<file path="src/rtl/linear_layer_srl_fifo_af.sv">
// Shift-register FIFO with registered full/empty/almost-full flags and an occupancy count.
// Define LINEAR_LAYER_SRL_FIFO_OUTREG_EN to add a registered head stage (capacity DEPTH+1).
module linear_layer_srl_fifo_af #(
   parameter int DATA_WIDTH   = 32,
   parameter int ADDR_WIDTH   = 4,
   parameter int DEPTH        = 16,
   parameter int AFULL_MARGIN = 2
) (
   input  logic                  clk,
   input  logic                  reset,
   output logic                  if_full_n,
   output logic                  if_almost_full,
   input  logic                  if_write_ce,
   input  logic                  if_write,
   input  logic [DATA_WIDTH-1:0] if_din,
   output logic                  if_empty_n,
   input  logic                  if_read_ce,
   input  logic                  if_read,
   output logic [DATA_WIDTH-1:0] if_dout,
   output logic [ADDR_WIDTH:0]   if_num_data_valid
);

`ifdef LINEAR_LAYER_SRL_FIFO_OUTREG_EN
   localparam int CAPACITY = DEPTH + 1;
`else
   localparam int CAPACITY = DEPTH;
`endif
   localparam int CW = ADDR_WIDTH + 1;
   localparam logic [CW-1:0] CAP_C = CW'(CAPACITY);
   localparam logic [CW-1:0] AF_C  = CW'(CAPACITY - AFULL_MARGIN);

   logic [DATA_WIDTH-1:0] mem [DEPTH];
   logic [CW-1:0]         count;
   logic [CW-1:0]         count_nxt;
   logic                  full_n;
   logic                  empty_n;
   logic                  almost_full;
   logic                  wr_acc;
   logic                  rd_acc;

   assign wr_acc = if_write & if_write_ce & full_n;
   assign rd_acc = if_read & if_read_ce & empty_n;

   // SRL storage is deliberately left unreset.
   always_ff @(posedge clk) begin
      if (wr_acc) begin
         mem[0] <= if_din;
         for (int i = 1; i < DEPTH; i++) mem[i] <= mem[i-1];
      end
   end

   always_comb begin
      count_nxt = count;
      if (wr_acc && !rd_acc)      count_nxt = count + CW'(1);
      else if (rd_acc && !wr_acc) count_nxt = count - CW'(1);
   end

   always_ff @(posedge clk) begin
      if (reset) begin
         count       <= '0;
         full_n      <= 1'b1;
         almost_full <= 1'b0;
      end else begin
         count       <= count_nxt;
         full_n      <= (count_nxt != CAP_C);
         almost_full <= (count_nxt >= AF_C);
      end
   end

`ifdef LINEAR_LAYER_SRL_FIFO_OUTREG_EN
   logic [CW-1:0]         srl_cnt;
   logic [ADDR_WIDTH-1:0] srl_addr;
   logic                  load;
   logic                  valid;
   logic [DATA_WIDTH-1:0] dout_reg;

   // The stage refills from the oldest SRL entry whenever it empties or is being read.
   assign srl_addr = ADDR_WIDTH'(srl_cnt - CW'(1));
   assign load     = (!valid || rd_acc) && (srl_cnt != '0);

   always_ff @(posedge clk) begin
      if (reset) begin
         srl_cnt  <= '0;
         valid    <= 1'b0;
         dout_reg <= '0;
      end else begin
         if (load) dout_reg <= mem[srl_addr];
         if (load)        valid <= 1'b1;
         else if (rd_acc) valid <= 1'b0;
         if (wr_acc && !load)      srl_cnt <= srl_cnt + CW'(1);
         else if (load && !wr_acc) srl_cnt <= srl_cnt - CW'(1);
      end
   end

   assign empty_n = valid;
   assign if_dout = dout_reg;
`else
   logic [ADDR_WIDTH-1:0] head_addr;

   assign head_addr = ADDR_WIDTH'(count - CW'(1));

   always_ff @(posedge clk) begin
      if (reset) empty_n <= 1'b0;
      else       empty_n <= (count_nxt != '0);
   end

   assign if_dout = mem[head_addr];
`endif

   assign if_full_n         = full_n;
   assign if_empty_n        = empty_n;
   assign if_almost_full    = almost_full;
   assign if_num_data_valid = count;

endmodule
</file>
<file path="config.mk">
export PLATFORM = sky130hd
export DESIGN_NAME = linear_layer_srl_fifo_af
export DESIGN_NICKNAME = d
export VERILOG_FILES = /design/src/rtl/linear_layer_srl_fifo_af.sv
export SDC_FILE = /design/constraint.sdc
export NUM_CORES = 1
export LEC_CHECK = 0
export BUFFER_PORTS_ARGS = -buffer_cell sky130_fd_sc_hd__clkbuf_2
export CAP_MARGIN = 20
export CORE_ASPECT_RATIO = 0.75
export CORE_MARGIN = 3
export CORE_UTILIZATION = 30
export CTS_BUF_LIST = sky130_fd_sc_hd__clkbuf_4
export DETAILED_ROUTE_END_ITERATION = 8
export PLACE_DENSITY = 0.51
export SYNTH_ARGS = -nofsm -noshare
export SYNTH_HDL_FRONTEND = slang
export SYNTH_SLANG_ARGS = --single-unit
</file>
<file path="constraint.sdc">
create_clock -name clk -period 24.1 [get_ports clk]
set_input_delay 2.41 -clock clk [delete_from_list [all_inputs] [get_ports clk]]
set_output_delay 2.41 -clock clk [all_outputs]
set_load 0.02 [all_outputs]
</file>
==> Word-level counts from Yosys, hierarchy flattened <==
Memory sizes are Yosys's and may differ from the RTL's.
Cells that the tools add are included.
{ "word_totals": {"regBits": 8, "latch_bits": 0, "ramBits": 512, "rom_bits": 0, "input_bits": 38, "out_inout_bits": 40, "wordCells": 22, "n_memories": 1} }
{ "mem_list": {"columns": ["name", "words", "width", "read_ports", "rd_clocked_by_memory_dff", "write_ports", "line", "text"], "rows": [
  ["mem", 16, 32, 16, 0, 16, "32", "logic [DATA_WIDTH-1:0] mem [DEPTH];"]
]} }
{ "op_classes": {"add_sub_neg": 2, "multipliers": 0, "div": 0, "n_lt_le_gt_ge": 1, "n_eq_ne": 1, "n_shift": 0, "n_mux": 4, "n_bitwise": 4, "reduce_logical": 5} }
{ "op_table": {"columns": ["cell", "count"], "rows": [
  ["5-bit two-way mux", 2],
  ["5-bit by 1-bit adder with 5-bit output (second input constant)", 1],
  ["5-bit by 4-bit greater-or-equal comparator with 1-bit output (second input constant)", 1],
  ["5-bit inequality test (second input constant)", 1],
  ["5-bit nonzero test", 1],
  ["5-bit by 1-bit subtractor with 5-bit output (second input constant)", 1],
  ["1-bit bitwise AND", 4],
  ["1-bit logical AND", 2],
  ["1-bit zero test", 2],
  ["1-bit two-way mux", 2]
]} }

==> Longest topological paths before layout <==
Gate-level depths: netlist of the first run.
{ "logic_depth": {"depth_word": 7, "ltp_mapped": 10, "mapped_depth_nobuf": 7} }

==> Worst setup path after synthesis of the first run <==
OpenSTA, ideal clock, no wires.
{ "synth_timing": {"kind": "input -> register", "startpoint": "input port if_write", "endpoint": "register empty_n (netlist: if_empty_n)", "arrival_ns": 9.648, "path_slack_ns": 14.311, "cell_stages": 6, "n_path_buf": 0, "path_cell_list": "nand3_1 inv_2 nor2_1 or4_1 o211ai_1 a41oi_1"} }
{ "synth_via": {"elab_chain_len": 7, "word_cells_on_any_way": 8, "classes_between": "mux: 2; bitwise: 2; reduce/logical: 4"} }
{ "synth_lines": {"columns": ["element", "line", "text"], "rows": [
  ["from (decl)", "14", "input logic if_write,"],
  ["1-bit bitwise AND * (2 in series)", "41", "assign wr_acc = if_write & if_write_ce & full_n;"],
  ["net wr_acc", "38", "logic wr_acc;"],
  ["1-bit zero test", "55", "else if (rd_acc && !wr_acc) count_nxt = count - CW'(1);"],
  ["1-bit logical AND", "55", null],
  ["5-bit two-way mux", "55", null],
  ["5-bit two-way mux *", "54", "if (wr_acc && !rd_acc) count_nxt = count + CW'(1);"],
  ["5-bit nonzero test *", "104", "else empty_n <= (count_nxt != '0);"],
  ["to (signal assigned)", "104", null],
  ["to (decl)", "36", "logic empty_n;"]
]} }
The timed path passes the listed nets; every way through them passes the cells marked *.
A chain may end at the register's enable or synchronous reset.

==> Worst setup path after layout of the first run <==
{ "layout_timing": {"startpoint": "register count[0] (netlist: if_num_data_valid[0])", "endpoint": "output port if_dout[14]"} }
{ "layout_via": {"elab_chain_len": 2} }
{ "layout_lines": {"columns": ["element", "line", "text"], "rows": [
  ["from (decl)", "33", "logic [CW-1:0] count;"],
  ["from (signal assigned)", "64", "count <= count_nxt;"],
  ["5-bit by 1-bit subtractor with 5-bit output", "100", "assign head_addr = ADDR_WIDTH'(count - CW'(1));"],
  ["memory 16 x 32 bit", null, null],
  ["to (decl)", "19", "output logic [DATA_WIDTH-1:0] if_dout,"]
]} }
No other way between the ends.

==> impl_metrics.tcl, run 1 <==
set metrics [dict create \
    hold_viol_final 0 \
    grt_pass1_vias 9417 \
    p_per_area_mw_per_mm2 111 \
    comb_power_share 0.270 \
    ctsResizeCount 0 \
    p_sw_mw 0.756 \
    synth_cell_type_count 31 \
    avgViaCountPerCell 4.50 \
    finalSetupTns_ps 0 \
    syn-cell-area_sq_mm 0.0197 \
    power_mw 2.53 \
    ctsHoldBuffers 0 \
    vdd_drop_max_mv 0.0660 \
    grt_pass1_wl_um 54300 \
    dieArea_sq_mm 0.0686 \
    worstSkewPairLatency_ps 930 \
    syn_to_final_growth_pct 15.9 \
    slew_violations 0 \
    design_area_sq_mm 0.0228 \
    synth_fp_nets 803 \
    floorplan.initialDensity 0.306 \
    switching_share 0.299 \
    hold_slack_ps 401 \
    critical_path.max_fanout 40 \
    cts_tree "done" \
    nets 992 \
    period_needed_ps 6780 \
    first_pass_iters 4 \
    hpwlAfterDp_um 17800 \
    leakage_nw 7.30 \
    rows 80 \
    drcViolationCount 0 \
    setup_viol 0 \
    fill_cells 5914 \
    p_seq_frac 0.425 \
    internal-power_mw 1.77 \
    wirelength_um 34000 \
    period_share 0.281 \
    worst_pin_slew_ps 1150 \
    boundaryPins 78 \
    ys_ff_latch 520 \
    max_freq_mhz 147 \
    start_kind "flip-flop" \
    worstSetupPathType "flip-flop to output port" \
    drt_iter0_drc 742 \
    grt_max_degree 173 \
    port_buffers 77 \
    cts.htree.levels 4 \
    path_cells "buf_4 > buf_4 > mux4_2 > mux4_2 > clkbuf_2" \
    critPathSlowestCell "buf_4" \
    place_congestion 0.716 \
    antenna_found_initial 3 \
    numCtsBuffers 135 \
    hold_path_class "flip-flop to flip-flop" \
    arrival_ps 4370 \
    status "finished, final reports clean" \
    synth_seq_area_share 0.791 \
    synthCells 763 \
    clockBufferDepth 3 \
    post-route-util 0.355 \
    coreArea_sq_mm 0.0642 \
    grt-ovfl-total 0 \
    antenna_left 0 \
    synth-warning-count 0 \
    dieWidth_um 302 \
    cts_setup_buffers 0 \
    placed_area_sq_mm 0.0210 \
    maxCapViolations 0 \
    track_usage 0.104 \
    required_ps 21690 \
    die_y_um 228 \
    cts_root_buf "clkbuf_4" \
    max_stage_delay_ps 760 \
    slew_headroom 0.236 \
    clock_skew_ps 57.7 \
    wire_per_inst_um 17.8 \
    clkPwrFrac 0.305 \
    num_vias 8605 \
    critPathCaptureType "output port" \
    layout-drive-gt1-share 0.446 \
    rsz0062_at_grt "false" \
    avgSynthCellArea_sq_um 25.8 \
    clock-sinks 520 \
    cts.clk_slew.worst_paths_ps 80 \
]
[cell type report]
type	instances	area [sq um]	share of cell area
diodes	6	15.0	0.000659
clock buffers	198	1490	0.0652
clock inverters	32	246	0.0108
inverters	4	22.5	0.000989
multi-input cells	203	3910	0.172
flip-flops and latches	520	15500	0.682
well taps	861	1080	0.0473
repair buffers	88	480	0.0211
[state kept, by name, indices dropped and copies added (netlist names)]
signal             cells
if_num_data_valid      5
mem                  512
if_empty_n             1
if_full_n              1
if_almost_full         1
[worst paths after layout]
kind                                   start                     to  slack, ps  cells past startpoint
max          if_num_data_valid[0]$_SDFF_PP0_            if_dout[14]      17320                      5
min                     mem[9][17]$_DFFE_PP_  mem[10][17]$_DFFE_PP_        400                      0
max reg2reg             if_full_n$_SDFF_PP1_   mem[0][12]$_DFFE_PP_      19680                      5
min reg2reg             mem[9][17]$_DFFE_PP_  mem[10][17]$_DFFE_PP_        400                      0
[power groups by stage]
stage	registers [mW]	logic [mW]	clock network, mW
floorplan	1.09	0.491	0
global placement	1.09	0.706	0
detailed placement	1.09	0.708	0
CTS	1.07	0.709	0.818
global route	1.08	0.736	0.866
finish	1.07	0.683	0.772
[placed cells by master, fill, tap and decap left out, types with 2 or more instances in the layout]
cell / synthesis / routed
nor2_1: 10 / 10
a22oi_1: 2 / 2
mux4_2: 160 / 160
and3_1: 2 / 2
clkbuf_4: 0 / 198
nand4_1: 2 / 2
bufinv_16: 0 / 4
nand3_1: 3 / 3
clkinv_1: 0 / 18
o21ai_0: 2 / 2
inv_1: 2 / 2
inv_2: 2 / 5
diode_2: 0 / 6
buf_4: 0 / 10
edfxtp_1: 512 / 512
nor3_1: 3 / 3
clkbuf_2: 0 / 77
nand2_1: 2 / 2
clkinvlp_4: 0 / 4
xor2_1: 2 / 2
dfxtp_1: 8 / 7
[critical path: cells and delay by family, from the launching register on]
family | cells | cell delay [ps]
buf+inv | 3 | 1560
mux | 2 | 1110
flops | 1 | 710
[synthesized netlist by cell type, drive strengths merged]
library cell,n,share of area
o21ai,2,0.00051
or4,1,0.00038
or2,1,0.00032
o211ai,1,0.00038
o41ai,1,0.00045
a211oi,1,0.00038
and3b,1,0.00045
a22oi,2,0.00076
ha,2,0.0013
mux4,160,0.18
xnor2,3,0.0017
nor2,10,0.0019
a41oi,1,0.00045
edfxtp,512,0.78
nand3,3,0.00076
nand4,2,0.00064
and3,2,0.00064
a21boi,1,0.00038
a31o,1,0.00045
nor3,3,0.00076
xor2,2,0.00089
inv,4,0.00076
nand2,2,0.00038
buf,23,0.0087
or3,1,0.00032
dfxtp,8,0.0081
clkbuf,13,0.0025
[cell families (layout without fill, tap and decap cells)]
family                   Yosys count  after routing  synth area share
flip-flops                       520            520             0.791
multiplexers                     160            160             0.183
buffers and inverters             40            322            0.0119
AND/OR/NAND/NOR                   26             26           0.00656
AO/OA/AOI/OAI                     10             10           0.00376
XOR/XNOR                           5              5           0.00261
adder cells (fa/ha/maj)            2              2           0.00127
other                              0              6                 0
[metal layers]
metal,global-route usage,part of all wire,up-vias
met5,0,0.00038,-
met4,0.0551,0.030,2
li1,-,-,3805
met3,0.0371,0.050,91
met1,0.153,0.50,4510
met2,0.132,0.42,197
[metrics by stage]
stage          std cells  setup WS (ps)
4_1_cts             1906          16970
3_5_place_dp        1676          17480
3_3_place_gp        1676          17680
6_report            1912          17320
2_1_floorplan        763          14310
5_1_grt             1912          16800
No activity file was read; power rests on OpenSTA's default activity.
==> inputs of run 2 (changes only) <==
--- a/config.mk
+++ b/config.mk
@@ -12,7 +12,7 @@
 export CORE_UTILIZATION = 30
 export CTS_BUF_LIST = sky130_fd_sc_hd__clkbuf_4
 export DETAILED_ROUTE_END_ITERATION = 8
-export PLACE_DENSITY = 0.51
+export PLACE_DENSITY = 0.52
 export SYNTH_ARGS = -nofsm -noshare
 export SYNTH_HDL_FRONTEND = slang
 export SYNTH_SLANG_ARGS = --single-unit
==> constraint.sdc (replaced) <==
create_clock -name clk -period 6.17 [get_ports clk]
set_input_delay 0.617 -clock clk [delete_from_list [all_inputs] [get_ports clk]]
set_output_delay 0.617 -clock clk [all_outputs]
set_load 0.02 [all_outputs]
==> run 2 against run 1 <==
Wire length increased by 0.74%. Combinational power rose to 4.0 times the previous value. Critical path depth stayed put. Worst setup slack worse by 16000 ps. Die area unchanged. Clock power increased to 4.0 times the previous value. Sequential share of layout area down 1.3 points. Final cell count up 1.7%. Non-clock buffer count up 36. Design area rose by 1.9%. Power grew to 3.9 times the previous value. Clock skew fell by 9.8 ps. Largest cell class unchanged.
==> impl_metrics.tcl, run 2 (synthesis results as in run 1) <==
set metrics [dict create \
    rows 80 \
    max_freq_mhz 200 \
    nets 1032 \
    critPathCaptureType "output port" \
    leakage_nw 7.48 \
    cts_root_buf "clkbuf_4" \
    cts_setup_buffers 0 \
    clockBufferDepth 3 \
    boundaryPins 78 \
    internal-power_mw 6.95 \
    crit_path_start "if_num_data_valid[0]$_SDFF_PP0_" \
    cts_tree "done" \
    hp-start "if_din[6]" \
    worst_pin_slew_ps 1120 \
    vdd_drop_max_mv 0.309 \
    critical_path.max_fanout 38 \
    comb_power_share 0.272 \
    drcViolationCount 0 \
    ctsHoldBuffers 33 \
    antenna_found_initial 2 \
    grt_pass1_wl_um 54500 \
    syn_to_final_growth_pct 18.1 \
    p_sw_mw 3.00 \
    cts.htree.levels 4 \
    r2r-end "mem[13][8]$_DFFE_PP_" \
    p_seq_frac 0.421 \
    worstSetupPathType "flip-flop to output port" \
    grt-ovfl-total 0 \
    cp.depth 5 \
    clock_skew_ps 47.9 \
    grt_max_degree 199 \
    hold_path_class "primary input to flip-flop" \
    slew_violations 0 \
    setup_viol 0 \
    layout-drive-gt1-share 0.438 \
    finalSetupTns_ps 0 \
    p_per_area_mw_per_mm2 429 \
    reg2reg_from "if_full_n$_SDFF_PP1_" \
    period_needed_ps 4990 \
    arrival_ps 4380 \
    num_vias 8803 \
    die_y_um 228 \
    path_cells "buf_4 > buf_4 > mux4_2 > mux4_2 > clkbuf_2" \
    drt_iter0_drc 674 \
    ctsResizeCount 0 \
    antenna_left 0 \
    path_buf_inv 3 \
    rsz0062_at_grt "false" \
    dieArea_sq_mm 0.0686 \
    period_share 0.809 \
    rr_worst_depth 3 \
    track_usage 0.104 \
    wirelength_um 34300 \
    coreArea_sq_mm 0.0642 \
    switching_share 0.302 \
    required_ps 5550 \
    slew_headroom 0.250 \
    numCtsBuffers 139 \
    maxCapViolations 0 \
    mostFrequentLayoutCell "edfxtp_1" \
    floorplan.initialDensity 0.306 \
    place_congestion 0.684 \
    r2r_slack_ps 3550 \
    status "finished, final reports clean" \
    hold_viol_final 0 \
    fill_cells 5890 \
    grt_pass1_vias 9531 \
    max_stage_delay_ps 750 \
    endpoint "if_dout[28]" \
    avgViaCountPerCell 4.53 \
    clkPwrFrac 0.306 \
    worstSkewPairLatency_ps 950 \
    placed_area_sq_mm 0.0211 \
    cts.clk_slew.worst_paths_ps 60 \
    largest_reg_flops 512 \
    dieWidth_um 302 \
    wire_per_inst_um 17.6 \
    critPathSlowestCell "buf_4" \
    regMostFlops "mem" \
    path_delay_family "buffers and inverters" \
    mostFrequentLayoutCells "512 x edfxtp_1, 194 x clkbuf_4, 160 x mux4_2" \
    power_mw 9.95 \
    design_area_sq_mm 0.0232 \
    first_pass_iters 4 \
    hold_slack_ps 383 \
    start_kind "flip-flop" \
    port_buffers 77 \
    clock-sinks 520 \
    hpwlAfterDp_um 18000 \
]
-- run 2: changes by cell type in the layout (fill, tap and decap cells not counted), sizes merged --
cell | before | now
dlygate4sd3 | 0 | 33
diode | 6 | 11
clkinv | 20 | 18
clkinvlp | 4 | 2
buf | 11 | 14
clkbuf | 275 | 271
-- run 2: routing by layer --
metal / global-route usage / vias up / routed length, um
met5: 0 / - / 0
met4: 0.0555 / 0 / 933
met3: 0.0393 / 76 / 1880
met2: 0.135 / 201 / 14600
met1: 0.149 / 4641 / 16900
li1: - / 3885 / -
-- run 2: cell type report --
cell class                 count  area [sq um]  share of cell area
clock inverter                28           268              0.0115
clock buffer                 194          1460              0.0627
sequential                   520         15500               0.669
multi-input combinational    203          3910               0.169
timing repair buffer         124           898              0.0387
tap                          861          1080              0.0464
antenna                       11          27.5             0.00119
inverter                       4          31.3             0.00135
-- run 2: power groups by stage --
stage               sequential, mW  combinational, mW  clock (mW)
floorplan                     4.25               1.92           0
global placement              4.26               2.76           0
detailed placement            4.27               2.77           0
CTS                           4.20               2.78        3.23
global route                  4.22               2.92        3.42
finish                        4.19               2.71        3.05
-- run 2: how the worst min path moves through the flow --
stage | endpoint | slack (ps) | cells after the start
after floorplan | mem[10][0]$_DFFE_PP_ | 420 | 0
after global placement | mem[3][25]$_DFFE_PP_ | 420 | 0
after detailed placement | mem[2][11]$_DFFE_PP_ | 430 | 0
after CTS | mem[0][9]$_DFFE_PP_ | 190 | 2
after global routing | mem[0][6]$_DFFE_PP_ | 220 | 2
final | mem[0][6]$_DFFE_PP_ | 380 | 2
-- run 2: worst reg2reg max path, cell delays in order (launching register included) --
cell	delay [ps]
dfxtp_1	330
nand3_1	350
inv_16	530
buf_12	760
-- run 2: stage by stage --
step                 util  cells  setup WS, ps
floorplan               -    763           693
global placement    0.328   1677          1980
detailed placement  0.328   1677          1960
CTS                 0.360   1932           866
global route        0.362   1944           670
finish              0.362   1945          1180
==> inputs of run 3 (changes only) <==
--- a/config.mk
+++ b/config.mk
@@ -12,7 +12,7 @@
 export CORE_UTILIZATION = 30
 export CTS_BUF_LIST = sky130_fd_sc_hd__clkbuf_4
 export DETAILED_ROUTE_END_ITERATION = 8
-export PLACE_DENSITY = 0.52
+export PLACE_DENSITY = 0.51
 export SYNTH_ARGS = -nofsm -noshare
 export SYNTH_HDL_FRONTEND = slang
 export SYNTH_SLANG_ARGS = --single-unit
==> constraint.sdc (replaced) <==
create_clock -name clk -period 4.76 [get_ports clk]
set_input_delay 0.476 -clock clk [delete_from_list [all_inputs] [get_ports clk]]
set_output_delay 0.476 -clock clk [all_outputs]
set_load 0.02 [all_outputs]
==> run 3 against run 2 <==
Via count up 0.12%. Sequential share of layout area rose by 0.12 points. First-iteration DRC count up 6.5%. Register-to-register slack worse by 1400 ps. Clock skew is 7.7 ps higher. Design area is 0.18% lower. Largest power group unchanged. Clock-buffer cell count up 7. Critical path type unchanged. Critical endpoint is now if_dout[13]. Die area did not move. Global-route usage up 0.11 points. Power grew 30%. Worst hold slack got worse by 100 ps.
==> impl_metrics.tcl, run 3 (synthesis results as in run 1) <==
set metrics [dict create \
    dieArea_sq_mm 0.0686 \
    grt-ovfl-total 0 \
    slew_violations 0 \
    start_kind "flip-flop" \
    setup_viol 0 \
    antenna_found_initial 3 \
    clockBufferDepth 3 \
    hpwlAfterDp_um 17800 \
    largest_reg_flops 512 \
    dieWidth_um 302 \
    vdd_drop_max_mv 0.322 \
    syn_to_final_growth_pct 17.9 \
    multi_input_comb_area_sq_mm 0.00391 \
    use_met1 0.151 \
    grt_pass1_vias 9652 \
    maxCapViolations 0 \
    cts_tree "done" \
    leakage_nw 7.47 \
    met3_usage 0.0390 \
    rsz0062_at_grt "false" \
    critPathCaptureType "output port" \
    period_share 0.886 \
    clock_skew_ps 55.7 \
    grt_pass1_wl_um 55000 \
    arrival_ps 3740 \
    drt_iter0_drc 718 \
    cts_root_buf "clkbuf_4" \
    worstSetupPathType "flip-flop to output port" \
    status "finished, final reports clean" \
    worst_pin_slew_ps 991 \
    worstSkewPairLatency_ps 910 \
    track_usage 0.105 \
    floorplan.initialDensity 0.306 \
    numCtsBuffers 140 \
    port_buffers 77 \
    ctsResizeCount 0 \
    coreArea_sq_mm 0.0642 \
    busiest_layer "met1" \
    cts.htree.levels 4 \
    setup_ws_ps 541 \
    power_mw 12.9 \
    pre_cts_ws_ps 1390 \
    hold_viol_final 0 \
    mostFrequentLayoutCell "edfxtp_1" \
    clock-sinks 520 \
    grt_util_met2 0.136 \
    regArea_sq_mm 0.0155 \
    wire_per_inst_um 17.8 \
    cts.clk_slew.worst_paths_ps 60 \
    regMostFlops "mem" \
    finalSetupTns_ps 0 \
    period_needed_ps 4220 \
    wirelength_um 34400 \
    num_vias 8814 \
    drcViolationCount 0 \
    place_congestion 0.683 \
    p_per_area_mw_per_mm2 557 \
    first_pass_iters 4 \
    critical_path.max_fanout 37 \
    layout-drive-gt1-share 0.440 \
    slew_headroom 0.339 \
    antenna_left 0 \
    rows 80 \
    max_freq_mhz 237 \
    grt_max_degree 174 \
    mostFrequentLayoutCells "512 x edfxtp_1, 201 x clkbuf_4, 160 x mux4_2" \
    boundaryPins 78 \
    hold_path_class "primary input to flip-flop" \
    required_ps 4280 \
    nets 1031 \
    die_y_um 228 \
    fill_cells 5943 \
    avgViaCountPerCell 4.55 \
]
run 3: cell count changes in the layout (fill, tap and decap cells not counted), sizes merged:
cell / change
clkinvlp: +2
diode: -8
clkbuf: +7
buf: -2
clkinv: -2
inv: -3
run 3: report_power, final:
group	total, mW	internal, mW	switching, mW
logic	3.48	1.59	1.90
registers	5.43	5.30	0.128
clock network	3.99	2.15	1.84
total	12.9	9.03	3.87
run 3: worst max-delay path, stage by stage, from the launching register on:
cell and delay, ps:
dfxtp_4 630, inv_2 130, ha_4 380, buf_4 530
mux4_2 410, mux4_2 530, clkbuf_2 190
run 3: metrics by stage:
step / cell area [sq um] / std cells / util / hold slack, ps
finish: 23200 / 1939 / 0.361 / 283
global route: 23200 / 1939 / 0.361 / 166
CTS: 23200 / 1936 / 0.361 / 95.1
detailed placement: 21100 / 1677 / 0.329 / 428
global placement: 21100 / 1677 / 0.329 / 422
floorplan: 19700 / 763 / - / 421
run 3: worst paths after layout:
kind | start | endpoint | slack (ps) | depth (start not counted)
worst max-delay path | if_num_data_valid[0]$_SDFF_PP0_ | if_dout[13] | 540 | 6
worst min-delay path | if_din[7] | mem[0][7]$_DFFE_PP_ | 280 | 2
worst max register to register | if_full_n$_SDFF_PP1_ | mem[13][10]$_DFFE_PP_ | 2160 | 3
worst min register to register | mem[3][6]$_DFFE_PP_ | mem[4][6]$_DFFE_PP_ | 410 | 0
run 3: layout make-up:
type                       count  area share
antenna                        3    0.000324
clock buffer                 201      0.0651
clock inverter                25      0.0103
inverter                       4     0.00178
multi-input combinational    203       0.169
sequential                   520       0.671
tap                          861      0.0465
timing repair buffer         122      0.0364
run 3: timing repair:
| action | in CTS | in global routing |
|---|---|---|
| setup buffers | 0 | 0 |
| hold buffers | 33 | 0 |
| endpoints found under the hold margin | 40 | 0 |
run 3: routing by layer:
layer | part of all wire | routed length (um)
met4 | 0.027 | 943
met1 | 0.49 | 16700
met2 | 0.42 | 14600
met3 | 0.063 | 2160
met5 | 0 | 0
